### src/rtl/pc_sequencer_if.sv
// Control/datapath bundle between the Beta core control logic and the PC sequencer.
// master = control logic side, slave = pc_sequencer.
interface pc_sequencer_if #(
  parameter int WIDTH = 32,
  parameter int LIT_W = 16
);
  logic             STALL;
  logic [2:0]       PCSEL;
  logic [WIDTH-1:0] JT;
  logic [LIT_W-1:0] LIT;
  logic             IRQ;
  logic [WIDTH-1:0] PC;
  logic [WIDTH-1:0] PC4;
  logic [WIDTH-1:0] PC4SXT;
  logic             SUPERVISOR;
  logic             IRQ_TAKEN;

  modport master (
    output STALL, PCSEL, JT, LIT, IRQ,
    input  PC, PC4, PC4SXT, SUPERVISOR, IRQ_TAKEN
  );

  modport slave (
    input  STALL, PCSEL, JT, LIT, IRQ,
    output PC, PC4, PC4SXT, SUPERVISOR, IRQ_TAKEN
  );
endinterface

### src/rtl/pc_sequencer.sv
// Beta-style program counter: next-PC select, supervisor-protected jumps,
// latched interrupt with supervisor deferral, and trap/reset vectors.
module pc_sequencer #(
  parameter int               WIDTH     = 32,
  parameter int               LIT_W     = 16,
  parameter logic [WIDTH-1:0] RESET_VEC = WIDTH'(32'h8000_0000),
  parameter logic [WIDTH-1:0] ILLOP_VEC = WIDTH'(32'h8000_0004),
  parameter logic [WIDTH-1:0] XADR_VEC  = WIDTH'(32'h8000_0008)
) (
  input  logic         CLK,
  input  logic         RESET,
  pc_sequencer_if.slave bus
);

  localparam logic [2:0] SEL_PC4    = 3'b000;
  localparam logic [2:0] SEL_PC4SXT = 3'b001;
  localparam logic [2:0] SEL_JT     = 3'b010;
  localparam logic [2:0] SEL_XADR   = 3'b100;

  localparam logic [WIDTH-1:0] ALIGN    = ~WIDTH'(3);
  localparam logic [WIDTH-1:0] RESET_PC = RESET_VEC & ALIGN;
  localparam logic [WIDTH-1:0] ILLOP_PC = ILLOP_VEC & ALIGN;
  localparam logic [WIDTH-1:0] XADR_PC  = XADR_VEC & ALIGN;
  localparam logic [WIDTH-2:0] FOUR     = (WIDTH-1)'(4);

  logic [WIDTH-1:0] pc;
  logic [WIDTH-1:0] pc_next;
  logic [WIDTH-1:0] pc4;
  logic [WIDTH-1:0] pc4sxt;
  logic [WIDTH-1:0] jump_tgt;
  logic [WIDTH-2:0] lit_off;
  logic             supervisor;
  logic             irq_pend;
  logic             irq_taken;
  logic             take_irq;
  logic             unused_jt_bits;

  // Arithmetic runs on the low WIDTH-1 bits so the supervisor bit never carries.
  assign supervisor = pc[WIDTH-1];
  assign lit_off    = (WIDTH-1)'($signed(bus.LIT)) << 2;
  assign pc4        = {supervisor, pc[WIDTH-2:0] + FOUR};
  assign pc4sxt     = {supervisor, pc4[WIDTH-2:0] + lit_off};
  // A jump may drop the supervisor bit but can never raise it.
  assign jump_tgt   = {supervisor & bus.JT[WIDTH-1], bus.JT[WIDTH-2:2], 2'b00};
  assign unused_jt_bits = ^bus.JT[1:0];

  always_comb begin
    // NOTE: every output of this block gets a default first, so no path leaves
    // a signal unassigned and no latch is inferred.
    pc_next  = pc4;
    take_irq = 1'b0;
    case (bus.PCSEL)
      SEL_PC4, SEL_PC4SXT, SEL_JT: begin
        if (irq_pend && !supervisor) begin
          take_irq = 1'b1;
          pc_next  = XADR_PC;
        end else if (bus.PCSEL == SEL_PC4SXT) begin
          pc_next = pc4sxt;
        end else if (bus.PCSEL == SEL_JT) begin
          pc_next = jump_tgt;
        end else begin
          pc_next = pc4;
        end
      end
      SEL_XADR: pc_next = XADR_PC;
      default:  pc_next = ILLOP_PC;
    endcase
  end

  // NOTE: state registers use non-blocking assignments so every register
  // samples the pre-edge values of the others, independent of statement order.
  always_ff @(posedge CLK) begin
    if (RESET) begin
      pc        <= RESET_PC;
      irq_pend  <= 1'b0;
      irq_taken <= 1'b0;
    end else if (bus.STALL) begin
      irq_pend <= irq_pend | bus.IRQ;
    end else begin
      pc        <= pc_next;
      irq_taken <= take_irq;
      // A request still asserted on the take cycle re-arms the pending flag.
      irq_pend  <= (irq_pend & ~take_irq) | bus.IRQ;
    end
  end

  assign bus.PC         = pc;
  assign bus.PC4        = pc4;
  assign bus.PC4SXT     = pc4sxt;
  assign bus.SUPERVISOR = supervisor;
  assign bus.IRQ_TAKEN  = irq_taken;

endmodule

### src/flat_wrapper.sv
// flat-port wrapper written by rule: the top's interface ports become plain ports
module pc_sequencer_flat 
#(
  parameter int               WIDTH     = 32,
  parameter int               LIT_W     = 16,
  parameter logic [WIDTH-1:0] RESET_VEC = WIDTH'(32'h8000_0000),
  parameter logic [WIDTH-1:0] ILLOP_VEC = WIDTH'(32'h8000_0004),
  parameter logic [WIDTH-1:0] XADR_VEC  = WIDTH'(32'h8000_0008)
)
  (CLK, RESET, bus_STALL, bus_PCSEL, bus_JT, bus_LIT, bus_IRQ, bus_PC, bus_PC4, bus_PC4SXT, bus_SUPERVISOR, bus_IRQ_TAKEN);
  pc_sequencer_if #(.WIDTH(WIDTH), .LIT_W(LIT_W)) bus_i ();
  input  logic CLK;
  input  logic RESET;
  input wire logic [$bits(bus_i.STALL)-1:0] bus_STALL;
  input wire logic [$bits(bus_i.PCSEL)-1:0] bus_PCSEL;
  input wire logic [$bits(bus_i.JT)-1:0] bus_JT;
  input wire logic [$bits(bus_i.LIT)-1:0] bus_LIT;
  input wire logic [$bits(bus_i.IRQ)-1:0] bus_IRQ;
  output wire logic [$bits(bus_i.PC)-1:0] bus_PC;
  output wire logic [$bits(bus_i.PC4)-1:0] bus_PC4;
  output wire logic [$bits(bus_i.PC4SXT)-1:0] bus_PC4SXT;
  output wire logic [$bits(bus_i.SUPERVISOR)-1:0] bus_SUPERVISOR;
  output wire logic [$bits(bus_i.IRQ_TAKEN)-1:0] bus_IRQ_TAKEN;
  assign bus_i.STALL = bus_STALL;
  assign bus_i.PCSEL = bus_PCSEL;
  assign bus_i.JT = bus_JT;
  assign bus_i.LIT = bus_LIT;
  assign bus_i.IRQ = bus_IRQ;
  assign bus_PC = bus_i.PC;
  assign bus_PC4 = bus_i.PC4;
  assign bus_PC4SXT = bus_i.PC4SXT;
  assign bus_SUPERVISOR = bus_i.SUPERVISOR;
  assign bus_IRQ_TAKEN = bus_i.IRQ_TAKEN;
  pc_sequencer #(.WIDTH(WIDTH), .LIT_W(LIT_W), .RESET_VEC(RESET_VEC), .ILLOP_VEC(ILLOP_VEC), .XADR_VEC(XADR_VEC)) u_core (.CLK(CLK), .RESET(RESET), .bus(bus_i));
endmodule
### config.mk
export PLATFORM = sky130hd
export DESIGN_NAME = pc_sequencer_flat
export DESIGN_NICKNAME = d
export VERILOG_FILES = /design/src/rtl/pc_sequencer_if.sv /design/src/rtl/pc_sequencer.sv /design/src/flat_wrapper.sv
export SDC_FILE = /design/constraint.sdc
export NUM_CORES = 1
export LEC_CHECK = 0
export CORE_AREA = 2 2 102 104
export DETAILED_ROUTE_END_ITERATION = 16
export DIE_AREA = 0 0 104 106
export DONT_BUFFER_PORTS = 1
export GPL_TIMING_DRIVEN = 0
export PLACE_DENSITY = 0.56
export SLEW_MARGIN = 20
export SYNTH_ARGS = -nofsm -noshare
export SYNTH_HDL_FRONTEND = slang
export SYNTH_SLANG_ARGS = --single-unit
### constraint.sdc
create_clock -name CLK -period 5.2 [get_ports CLK]
set_clock_uncertainty 0.05 [all_clocks]
set_input_delay 0.52 -clock CLK [delete_from_list [all_inputs] [get_ports CLK]]
set_output_delay 0.52 -clock CLK [all_outputs]
set_load 0.01 [all_outputs]
==> impl_metrics.env <==
export IMPL_run_status="completed"
export IMPL_drive_gt1_share_pct=9.27
export IMPL_endpoint_kind="primary output"
export IMPL_critPathKind="flop to primary output"
export IMPL_stdcell_count=686
export IMPL_die_w_um=104
export IMPL_synth_ff_type="dfxtp_1"
export IMPL_postSynthAreaPerCell_um2=7.29
export IMPL_cp_start_kind="flop"
export IMPL_seq_area_frac_synth_pct=16.4
export IMPL_finalCriticalPeriod_ns=4.99
export IMPL_mostFrequentLayoutCell="nand2_1"
export IMPL_clkPwrFrac_pct=34.1
export IMPL_die_y_um=106
export IMPL_postRouteAntennaNets=0
export IMPL_seqPwrFrac_pct=36.2
export IMPL_ctsLongestPathBuffers=2
export IMPL_cts_buffers=5
export IMPL_slew_violations=0
export IMPL_h_tree_depth=2
export IMPL_vias=4168
export IMPL_ir_drop_uv=88.3
export IMPL_fp_row_count=37
export IMPL_gp_congestion=0.978
export IMPL_worstMarginPinSlew_ns=0.797
export IMPL_design_area_um2=4360
export IMPL_n_antenna_cell=0
export IMPL_grt_pass1_vias=3875
export IMPL_area_growth_synth_to_final_pct=11.4
export IMPL_synth_edf_count=0
export IMPL_num_io_pins=153
export IMPL_syn_cell_area_um2=3910
export IMPL_dp_slack_ns=0.217
export IMPL_grt_usage_pct=23.9
export IMPL_hold_viol=0
export IMPL_grt_pass1_wl_mm=21.0
export IMPL_yosys_warnings=0
export IMPL_hold_buffers=0
export IMPL_clock_sinks=32
export IMPL_grt_max_degree=17
export IMPL_async_flop_share_pct=0
export IMPL_drtIter0Drc=291
export IMPL_drc=0
export IMPL_min_path_type="primary input to flop"
export IMPL_crit_arrival_ns=4.42
export IMPL_synthDistinctLibCells=64
export IMPL_fill_cells=1059
export IMPL_p_sw_share_pct=36.3
export IMPL_clock_fmax_mhz=200
export IMPL_netlist_instances=536
export IMPL_cap_violations=0
export IMPL_firstDrtPassIters=5
export IMPL_wl_mm=13.8
export IMPL_synth_ff_latch_count=32
export IMPL_fp_dieArea_um2=11000
export IMPL_nets=639
export IMPL_hpwl_mm=10.9
export IMPL_dpl_instance_area_um2=4100
export IMPL_final_cell_mix="73 x nand2_1, 54 x nor2_1, 40 x a21oi_1, 34 x ha_1, 29 x dfxtp_1"
export IMPL_p_leak_uw=0.00189
export IMPL_root_buffer="clkbuf_8"
export IMPL_cts_tree="done"
export IMPL_setup_viol=0
export IMPL_fin_crit_sh_pct=95.9
export IMPL_post_drt_wl_per_cell_um=20.2
export IMPL_place_inst=677
export IMPL_start_util_pct=39.1
export IMPL_grt_overflow=0
export IMPL_setup_slack_ns=0.212
export IMPL_critPathRequiredTime_ns=4.63
export IMPL_combPwrFrac_pct=29.7
export IMPL_power_density_nw_per_um2=170
export IMPL_whs_ns=0.292
export IMPL_antenna_found_initial=0
export IMPL_switchingPower_uw=268
export IMPL_vias_per_cell=6.08
export IMPL_path_max_fanout=5
export IMPL_design_core_area_um2=10000
export IMPL_clock_latency_ns=0.29
export IMPL_max_slew_margin_rel_pct=46.6
export IMPL_place_port_buffers=0
export IMPL_internal_power_uw=471
export IMPL_p_total_uw=739
export IMPL_clkTransAtPathRegs_ns=0.08
[layer usage]
metal	vias to the layer above	global-route usage, %	share of wire [%]
met5	-	0	0
met4	0	5.41	1.7
met3	17	7.23	9.1
met2	166	40.3	47
met1	2016	29.9	42
li1	1969	-	-
[metrics by stage]
step                      util [%]  TNS [ns]
after floorplan                  -         0
after global placement        41.0         0
after detailed placement      41.0         0
after CTS                     42.4         0
after global routing          43.6  -0.00883
final                         43.6         0
[synth_stat cells, drive strengths merged, types with 14 or more instances]
| library cell | instances | area share (%) |
|---|---|---|
| nand3 | 14 | 1.8 |
| xnor2 | 25 | 5.6 |
| o21ai | 31 | 4.1 |
| clkbuf | 19 | 1.8 |
| a21o | 16 | 3.1 |
| nand2 | 73 | 7.0 |
| nor2 | 58 | 5.6 |
| xor2 | 28 | 6.3 |
| ha | 34 | 11 |
| dfxtp | 32 | 16 |
| a21oi | 40 | 5.1 |
[cell families (layout without fill, tap and decap cells)]
| kind of cell | count (synthesis) | count (layout) | share of synthesized area (%) |
|---|---|---|---|
| adders and majority gates | 36 | 36 | 11.6 |
| buffers and inverters | 38 | 47 | 4.61 |
| and+or+nand+nor | 207 | 207 | 24.7 |
| muxes | 8 | 8 | 2.08 |
| xor gates and xnor gates | 53 | 53 | 11.9 |
| other | 1 | 6 | 0.0959 |
| DFF | 32 | 32 | 16.4 |
| AOI/OAI and AO/OA | 161 | 161 | 28.6 |
[final timing paths]
path,start,end,slack (ns),depth (start not counted)
hold / removal,bus_IRQ,u_core.irq_pend,0.29,2
hold reg to reg,u_core.irq_pend,u_core.irq_pend,0.46,2
setup / recovery,u_core.bus.PC[3],bus_PC4SXT[27],0.21,14
setup reg to reg,u_core.bus.PC[3],u_core.bus.PC[27],0.85,14
[flip-flops by register name, summed over array words and instances, names as in the netlist]
name                  count
u_core.bus.IRQ_TAKEN      1
u_core.bus.PC            30
u_core.irq_pend           1
[power by group through the flow]
stage | logic, uW | registers [uW] | clock network [uW]
final | 219 | 267 | 252
after global routing | 240 | 269 | 266
after CTS | 217 | 267 | 255
after detailed placement | 215 | 272 | 0
after global placement | 213 | 272 | 0
after floorplan | 171 | 268 | 0
[critical path, stage by stage, from the launching register on]
cell      delay, ns
dfxtp_1        0.50
ha_1           0.29
nand4_1        0.27
nor2_2         0.27
nand2_1        0.10
xnor2_1        0.48
ha_1           0.35
a21oi_1        0.26
inv_1          0.07
a211oi_1       0.45
o21ai_1        0.25
a41oi_2        0.27
o21ai_1        0.16
a21oi_1        0.20
xnor2_1        0.20
[layout make-up]
| cell class | instances | area, um2 | area share [%] |
|---|---|---|---|
| clock buffers | 5 | 68.8 | 1.58 |
| clock inverters | 3 | 42.5 | 0.977 |
| repair buffers | 2 | 15.0 | 0.345 |
| multi-input cells | 471 | 3240 | 74.3 |
| flip-flops and latches | 32 | 644 | 14.8 |
| well taps | 136 | 170 | 3.91 |
| plain buffers | 30 | 150 | 3.45 |
| inverters | 7 | 26.3 | 0.603 |
[repair_timing]
action | in CTS | in global routing
gates resized for setup | 5 | 19
pin swaps | 0 | 0
setup endpoints to repair | 4 | 5
buffers inserted | 0 | 2
No activity file was read; power rests on OpenSTA's default activity.
